[src/rtl/rv32i_mem_pkg.sv]
// rv32i_mem_pkg: shared types and lane helpers for the data-side bus bridge.
//   mem_op_e     : load/store width encodings (funct3)
//   dbus_state_e : bridge FSM states
//   sel_gen / wdata_steer / rdata_extract / is_misaligned : byte-lane helpers
package rv32i_mem_pkg;

  typedef enum logic [2:0] {
    MEM_B  = 3'b000,
    MEM_H  = 3'b001,
    MEM_W  = 3'b010,
    MEM_BU = 3'b100,
    MEM_HU = 3'b101
  } mem_op_e;

  typedef enum logic [1:0] {
    IDLE,
    BUS,
    DONE
  } dbus_state_e;

  // Undefined op encodings fall into the default arm and behave as word accesses.
  function automatic logic [3:0] sel_gen(input logic [2:0] op, input logic [1:0] off);
    case (op)
      MEM_B, MEM_BU: sel_gen = 4'b0001 << off;
      MEM_H, MEM_HU: sel_gen = 4'b0011 << off;
      default:       sel_gen = 4'b1111;
    endcase
  endfunction

  function automatic logic [31:0] wdata_steer(input logic [2:0] op, input logic [31:0] wdata);
    case (op)
      MEM_B, MEM_BU: wdata_steer = {4{wdata[7:0]}};
      MEM_H, MEM_HU: wdata_steer = {2{wdata[15:0]}};
      default:       wdata_steer = wdata;
    endcase
  endfunction

  function automatic logic [31:0] rdata_extract(input logic [2:0] op, input logic [1:0] off,
                                                input logic [31:0] data);
    logic [31:0] sh;
    sh = data >> {off, 3'b000};
    case (op)
      MEM_B:   rdata_extract = {{24{sh[7]}}, sh[7:0]};
      MEM_BU:  rdata_extract = {24'h0, sh[7:0]};
      MEM_H:   rdata_extract = {{16{sh[15]}}, sh[15:0]};
      MEM_HU:  rdata_extract = {16'h0, sh[15:0]};
      default: rdata_extract = data;
    endcase
  endfunction

  function automatic logic is_misaligned(input logic [2:0] op, input logic [1:0] off);
    case (op)
      MEM_B, MEM_BU: is_misaligned = 1'b0;
      MEM_H, MEM_HU: is_misaligned = off[0];
      default:       is_misaligned = (off != 2'b00);
    endcase
  endfunction

endpackage

[src/rtl/dbus_lane_unit.sv]
// dbus_lane_unit: combinational byte-lane logic for the data bus bridge.
//   req_op/req_off/req_wdata : incoming request (select, store steering, alignment)
//   rsp_op/rsp_off/rsp_data  : latched load info plus raw bus read data
//   sel/wdata/misaligned     : request-side results
//   rdata                    : right-justified, extended load data
module dbus_lane_unit
  import rv32i_mem_pkg::*;
(
  input  logic [2:0]  req_op,
  input  logic [1:0]  req_off,
  input  logic [31:0] req_wdata,
  input  logic [2:0]  rsp_op,
  input  logic [1:0]  rsp_off,
  input  logic [31:0] rsp_data,
  output logic [3:0]  sel,
  output logic [31:0] wdata,
  output logic        misaligned,
  output logic [31:0] rdata
);

  always_comb begin
    sel        = sel_gen(req_op, req_off);
    wdata      = wdata_steer(req_op, req_wdata);
    misaligned = is_misaligned(req_op, req_off);
    rdata      = rdata_extract(rsp_op, rsp_off, rsp_data);
  end

endmodule

[src/rtl/dbus_wb_bridge.sv]
// dbus_wb_bridge: MEM-stage load/store to Wishbone B4 classic master.
//   clk_i, reset_i (async, active-high)
//   mem_*        : core side request (addr, wdata, read/write, op) and response
//                  (rdata, one-cycle ack, err qualified by ack)
//   stall_pipl_o : holds the pipeline while a request is being served
//   wb_*         : Wishbone master signals; cyc/stb high only in BUS
module dbus_wb_bridge
  import rv32i_mem_pkg::*;
#(
  parameter int unsigned TIMEOUT_CYCLES = 255,
  parameter int unsigned CNT_W          = 8
) (
  input  logic        clk_i,
  input  logic        reset_i,
  input  logic [31:0] mem_addr_i,
  input  logic [31:0] mem_wdata_i,
  input  logic        mem_write_i,
  input  logic        mem_read_i,
  input  logic [2:0]  mem_op_i,
  output logic [31:0] mem_rdata_o,
  output logic        mem_ack_o,
  output logic        mem_err_o,
  output logic        stall_pipl_o,
  output logic [31:0] wb_adr_o,
  output logic [31:0] wb_dat_o,
  output logic [3:0]  wb_sel_o,
  output logic        wb_we_o,
  output logic        wb_cyc_o,
  output logic        wb_stb_o,
  input  logic [31:0] wb_dat_i,
  input  logic        wb_ack_i,
  input  logic        wb_err_i
);

  dbus_state_e      state;
  logic [CNT_W-1:0] cnt;
  logic [2:0]       rsp_op;
  logic [1:0]       rsp_off;

  logic             req;
  logic [3:0]       lane_sel;
  logic [31:0]      lane_wdata;
  logic             lane_misaligned;
  logic [31:0]      lane_rdata;

  assign req          = mem_read_i | mem_write_i;
  assign stall_pipl_o = ((state == IDLE) && req) || (state == BUS);

  dbus_lane_unit u_lane (
    .req_op     (mem_op_i),
    .req_off    (mem_addr_i[1:0]),
    .req_wdata  (mem_wdata_i),
    .rsp_op     (rsp_op),
    .rsp_off    (rsp_off),
    .rsp_data   (wb_dat_i),
    .sel        (lane_sel),
    .wdata      (lane_wdata),
    .misaligned (lane_misaligned),
    .rdata      (lane_rdata)
  );

  // mem_ack_o is set on entry to DONE and cleared on the way out, so it is
  // high exactly for the DONE cycle; mem_rdata_o/mem_err_o persist until the next DONE.
  always_ff @(posedge clk_i or posedge reset_i) begin
    if (reset_i) begin
      state       <= IDLE;
      cnt         <= '0;
      rsp_op      <= '0;
      rsp_off     <= '0;
      mem_rdata_o <= '0;
      mem_ack_o   <= 1'b0;
      mem_err_o   <= 1'b0;
      wb_adr_o    <= '0;
      wb_dat_o    <= '0;
      wb_sel_o    <= '0;
      wb_we_o     <= 1'b0;
      wb_cyc_o    <= 1'b0;
      wb_stb_o    <= 1'b0;
    end else begin
      mem_ack_o <= 1'b0;
      case (state)
        IDLE: begin
          if (req) begin
            if (lane_misaligned) begin
              mem_err_o   <= 1'b1;
              mem_rdata_o <= '0;
              mem_ack_o   <= 1'b1;
              state       <= DONE;
            end else begin
              wb_adr_o <= {mem_addr_i[31:2], 2'b00};
              wb_sel_o <= lane_sel;
              wb_dat_o <= lane_wdata;
              wb_we_o  <= mem_write_i;
              wb_cyc_o <= 1'b1;
              wb_stb_o <= 1'b1;
              rsp_op   <= mem_op_i;
              rsp_off  <= mem_addr_i[1:0];
              cnt      <= '0;
              state    <= BUS;
            end
          end
        end
        BUS: begin
          cnt <= cnt + CNT_W'(1);
          if (wb_err_i) begin
            mem_err_o   <= 1'b1;
            mem_rdata_o <= '0;
          end else if (wb_ack_i) begin
            mem_err_o   <= 1'b0;
            mem_rdata_o <= lane_rdata;
          end else if (cnt == CNT_W'(TIMEOUT_CYCLES - 1)) begin
            mem_err_o   <= 1'b1;
            mem_rdata_o <= '0;
          end
          if (wb_err_i || wb_ack_i || (cnt == CNT_W'(TIMEOUT_CYCLES - 1))) begin
            wb_cyc_o  <= 1'b0;
            wb_stb_o  <= 1'b0;
            mem_ack_o <= 1'b1;
            state     <= DONE;
          end
        end
        DONE: begin
          // Request is still visible here; it is intentionally not re-examined.
          cnt   <= '0;
          state <= IDLE;
        end
        default: state <= IDLE;
      endcase
    end
  end

endmodule

[config.mk]
export PLATFORM = sky130hd
export DESIGN_NAME = dbus_wb_bridge
export DESIGN_NICKNAME = d
export VERILOG_FILES = /design/src/rtl/rv32i_mem_pkg.sv /design/src/rtl/dbus_lane_unit.sv /design/src/rtl/dbus_wb_bridge.sv
export SDC_FILE = /design/constraint.sdc
export NUM_CORES = 1
export LEC_CHECK = 0
export CAP_MARGIN = 20
export CORE_MARGIN = 4
export CORE_UTILIZATION = 55
export CTS_BUF_LIST = sky130_fd_sc_hd__clkbuf_8
export DETAILED_ROUTE_END_ITERATION = 12
export DONT_BUFFER_PORTS = 1
export PLACE_DENSITY = 0.68
export SLEW_MARGIN = 30
export SYNTH_ARGS = -nofsm -noshare
export SYNTH_HDL_FRONTEND = slang
export SYNTH_HIERARCHICAL = 1
export SYNTH_SLANG_ARGS = --single-unit
[constraint.sdc]
create_clock -name clk_i -period 6.8 [get_ports clk_i]
set_input_delay 1.36 -clock clk_i [delete_from_list [all_inputs] [get_ports clk_i]]
set_output_delay 1.36 -clock clk_i [all_outputs]
set_load 0.02 [all_outputs]
* Yosys cells after proc, flatten, opt, wreduce, memory -nomap -nowiden *
Cells that the tools add are included.

cells by class
  add/sub/neg operators = 1
  equality and inequality tests = 14
  shift operators = 3
  multiplexer cells = 31
  bitwise logic cells = 2
  reduce and logical (&&, ||, !) cells = 17

operator list
  kind                                                                      count
  32-bit two-way mux                                                        5
  32-bit one-hot mux with 2 select lines                                    2
  32-bit one-hot mux with 4 select lines                                    1
  32-bit by 5-bit >> shifter with 16-bit output                             1
  8-bit one-hot mux with 3 select lines                                     1
  8-bit two-way mux                                                         2
  3-bit equality test (second input constant)                               4
  1-bit two-way mux                                                         11
  8-bit by 1-bit adder with 8-bit output (second input constant)            1
  8-bit equality test (second input constant)                               1
  1-bit one-hot mux with 2 select lines                                     4
  4-bit one-hot mux with 2 select lines                                     1
  4-bit AND reduction                                                       2
  3-bit by 1-bit equality test with 1-bit output (second input constant)    2
  3-bit logical NOT                                                         2
  2-bit two-way mux                                                         3
  2-bit inequality test (second input constant)                             3
  3-bit AND reduction                                                       2
  4-bit by 3-bit inequality test with 1-bit output (second input constant)  1
  2-bit one-hot mux with 2 select lines                                     1
  2-bit nonzero test                                                        2
  2-bit OR reduction                                                        2
  1-bit by 2-bit left shift with 4-bit output (first input constant)        1
  2-bit by 2-bit left shift with 4-bit output (first input constant)        1
  10 further kinds                                                          12

storage, ports and cells
  flip-flop bits (word level) = 117
  bits of input ports = 105
  output and inout port bits = 106
  word-level logic and storage cells = 80

* Longest topological paths before layout *
  depth after elaboration = 6
  gate-level depth with buffers = 10
  gate-level depth less buffers = 6

* Modules after synthesis *
Netlist, hierarchy kept.

modules (own cells, without submodules)
  module          instances  cells each  area each (um^2)  seq. area each (um^2)
  dbus_wb_bridge  1          301         4510.6            2927.8
  dbus_lane_unit  1          175         1221.2            0.0

* Worst setup path after synthesis *
OpenSTA, ideal clock, no wires.

  kind = input to register
  start = input mem_op_i[1]
  end = register mem_rdata_o[17]
  library setup time = 0.121 ns
  data arrival time = 2.997 ns
  required time = 6.679 ns
  path slack = 3.682 ns
  cell stages on the path = 10
  path buffers = 4
  path through = clkbuf_1 -> clkbuf_1 -> o21ai_0 -> nand2_1 -> o21a_1 -> o21ai_0 -> a31o_1 -> buf_6 -> buf_6 -> a22o_1

between the ends
  cells in the longest elaborated chain, start to end = 5
  elaborated cells on any way between the ends = 9
  classes of those cells = eq/ne: 4; mux: 1; reduce/logical: 4

RTL lines
  what                                                                          line                   RTL
  from (decl)                                                                   dbus_wb_bridge.sv:19   input logic [2:0] mem_op_i,
  3-bit by 1-bit equality test with 1-bit output, or another cell as far along  rv32i_mem_pkg.sv:52    case (op)
  2-bit OR reduction                                                            rv32i_mem_pkg.sv:52
  1-bit one-hot mux with 2 select lines *                                       rv32i_mem_pkg.sv:52
  net lane_misaligned                                                           dbus_wb_bridge.sv:43   logic lane_misaligned;
  2-bit inequality test (no line) *                                             n/a
  4-bit AND reduction (no line) *                                               n/a
  to (signal assigned)                                                          dbus_wb_bridge.sv:110  mem_rdata_o <= lane_rdata;
  to (decl)                                                                     dbus_wb_bridge.sv:20   output logic [31:0] mem_rdata_o,

The timed path passes the listed nets; every way through them passes the cells marked *.
A chain may end at the register's enable or synchronous reset.

* Worst setup path in the final report *
  start = input mem_write_i
  end = output stall_pipl_o

between the ends
  cells in the longest elaborated chain, start to end = 3

RTL lines
  what               line                  RTL
  from (decl)        dbus_wb_bridge.sv:17  input logic mem_write_i,
  1-bit OR           dbus_wb_bridge.sv:46  assign req = mem_read_i | mem_write_i;
  1-bit logical AND  dbus_wb_bridge.sv:47  assign stall_pipl_o = ((state == IDLE) && req) || (state == BUS);
  1-bit logical OR   dbus_wb_bridge.sv:47
  to (decl)          dbus_wb_bridge.sv:23  output logic stall_pipl_o,

Every way passes these cells.

==> run_results.csv <==
group,metric,value,unit
outcome,outcome,"completed",
yosys,async_flop_share,100,%
route,antenna_left,0,
sta,hold_ws,525,ps
sta,finalCriticalPeriod,3100,ps
final_layout,area_growth,6.68,%
clock_network,clock_latency,420,ps
route,viasPerCell,6.06,
route,top_layer_used,"met4",
worst_setup_path,critPathBufInv,0,
clock_network,cts.clk_slew.worst_paths,70,ps
route,first_pass_iters,4,
clock_network,cts_buffers,17,
final_layout,layout-drive-gt1-share,26.8,%
die,core,10200,sq um
worst_setup_path,cp_cell_sequence,"nor3_1, nor2_1",
die,die_area,12100,sq um
sta,final.period_utilization,45.6,%
clock_network,cts_resized,0,
power,irDropWorstVdd,0.266,mV
final_layout,antenna_cells,0,
route,vias,3698,
power,p_total,2.84,mW
yosys,synth_top_flop_cell,"dfrtp_1",
yosys,synth_warnings,6,
route,wl_met2,6660,um
sta,max_slew_margin,47.3,%
place,gp_congestion,0.840,
route,drc,0,
final_layout,layout_commonest_cell,"dfrtp_1",
sta,worst_pin_slew,788,ps
power,leakage,2.65,nW
worst_setup_path,cp_top_family,"simple AND/OR/NAND/NOR gates",
die,die_w,110,um
global_route,grt_antenna_before_repair,0,
min_path,hold_class,"reg2reg",
route,drt-wirelength-per-cell,21.9,um
global_route,grt_pass1_wl,20500,um
final_layout,nets,568,
die,io_pins,211,
yosys,synth_cell_types,50,
route,drt_iter0_markers,193,
run,drv_cap,0,
place,io_buffers,0,
global_route,grt_max_degree,74,
worst_setup_path,path_class,"in2out",
clock_network,cts_root_buf,"clkbuf_8",
final_layout,fill_cells,863,
die,rows,37,
sta,rsz0062_at_grt,"false",
clock_network,cts_htree_levels,4,
worst_setup_path,crit_fanout,5,
clock_network,post_cts_buffers,0,
route,wirelength_met1,4950,um
sta,hold_viol_final,0,
place,hpwlAfterDp,9420,um
worst_setup_path,end_kind,"output pin",
place,place_area,5670,sq um
die,die_y,110,um
clock_network,cts_num_sinks,117,
worst_setup_path,crit_slowest_cell,"nor2_1",
worst_setup_path,timing.critical_path.slowest_cell_delay,350,ps
worst_setup_path,startpoint,"mem_write_i",
global_route,globalRouteOverflowTotal,0,
clock_network,cts_tree,"built",
clock_network,clock_path_buffers,2,
sta,tns,0,ps
global_route,grt_usage,22.2,%
worst_setup_path,startpoint_type,"input pin",
final_layout,final_cell_area,6110,sq um
power,p_per_area,465,nW/um^2
route,dr_wl_met3,1620,um
yosys,syn_area,5730,sq um
yosys,synth-edff-count,0,
sta,clock.fmax,0.323,GHz
yosys,ys_seq_area_share,51.1,%
final_layout,layout_common_cells,"117 x dfrtp_1, 69 x mux2_2, 53 x nand2_1, 35 x a22o_1, 27 x o21ai_0",
die,initial_core_util,56.0,%
route,routed_wl,13400,um
sta,drv_slew,0,
global_route,grt_pass1_vias,3856,
clock_network,postCtsHoldBufs,0,
worst_setup_path,arrival,1740,ps
worst_setup_path,r2r_start,"rsp_off[1]$_DFFE_PP0P_",
sta,skew,10.8,ps
min_path,hp-start,"rsp_op[2]$_DFFE_PP0P_",
worst_setup_path,critPathRequiredTime,5440,ps
yosys,synth_cells,476,
yosys,avgSynthCellArea,12.0,sq um
yosys,ys_seq_elements,117,
sta,setup_viol,0,
==> cell type report <==
type,instances,area (sq um),area share (%)
multi-input cells,309,2500,40.8
clock inverters,13,156,2.56
well taps,136,170,2.78
flip-flops and latches,117,2930,47.9
clock buffers,19,262,4.28
inverters,10,40.0,0.655
repair buffers,6,61.3,1.00
==> stage by stage <==
stage	std cells	utilization, %	setup WS (ps)
after global routing	610	59.8	3690
after CTS	609	59.5	3700
final	610	59.8	3700
after floorplan	477	-	2340
after global placement	577	55.4	3600
after detailed placement	577	55.4	3520
==> kinds of logic after synthesis <==
group	synth area share, %
buffers and inverters	5.65
muxes	20.8
adders and majority gates	0.437
other	0.0654
AOI/OAI and AO/OA	15.4
and+or+nand+nor	6.42
DFF	51.1
xor gates and xnor gates	0.153
==> registers in the layout, summed over array words and instances (netlist names) <==
name         cells
state            2
wb_we_o          1
wb_adr_o        30
wb_sel_o         4
mem_rdata_o     32
mem_err_o        1
rsp_off          2
rsp_op           3
wb_stb_o         1
wb_dat_o        32
mem_ack_o        1
cnt              8
==> cell usage after synthesis (2+ instances only) <==
cell	count	area (sq um)
dfrtp_1	117	2930
mux2_2	69	777
nand2_1	53	199
a22o_1	35	307
o21ai_0	27	135
mux2_1	24	270
buf_4	18	135
mux2i_1	12	120
clkbuf_1	10	37.5
inv_1	10	37.5
o21ai_2	10	87.6
a21oi_1	9	45.0
o31ai_1	9	67.6
buf_6	8	90.1
nor2_1	7	26.3
a22oi_1	6	45.0
a221oi_1	4	35.0
buf_2	4	20.0
nand3_1	3	15.0
nand4_1	3	18.8
o21bai_1	3	22.5
or3_1	3	18.8
ha_1	2	25.0
nor2b_1	2	12.5
o21a_1	2	15.0
or4_1	2	15.0
==> path summary, 6_finish.rpt <==
| path | endpoint | slack (ps) | depth (start not counted) |
|---|---|---|---|
| min in group asynchronous | wb_adr_o[13]$_DFFE_PP0P_ | 870 | 1 |
| max reg2reg | mem_rdata_o[19]$_DFFE_PP0P_ | 4370 | 5 |
| max | stall_pipl_o | 3700 | 2 |
| max in group asynchronous | wb_dat_o[30]$_DFFE_PP0P_ | 4940 | 2 |
| min reg2reg | rsp_op[2]$_DFFE_PP0P_ | 520 | 1 |
| min | rsp_op[2]$_DFFE_PP0P_ | 520 | 1 |
==> routing by layer <==
layer / global-route usage (%) / vias up
li1: - / 1694
met1: 26.8 / 1830
met2: 34.7 / 161
met3: 10.9 / 13
met4: 7.21 / 0
met5: 0 / -
==> power by group <==
| group | total (mW) | internal [mW] | switching (mW) |
|---|---|---|---|
| combinational | 0.699 | 0.337 | 0.362 |
| clock | 0.667 | 0.380 | 0.287 |
| sequential | 1.48 | 0.948 | 0.529 |
| total | 2.84 | 1.67 | 1.18 |
Power figures use the tool's default switching activity.
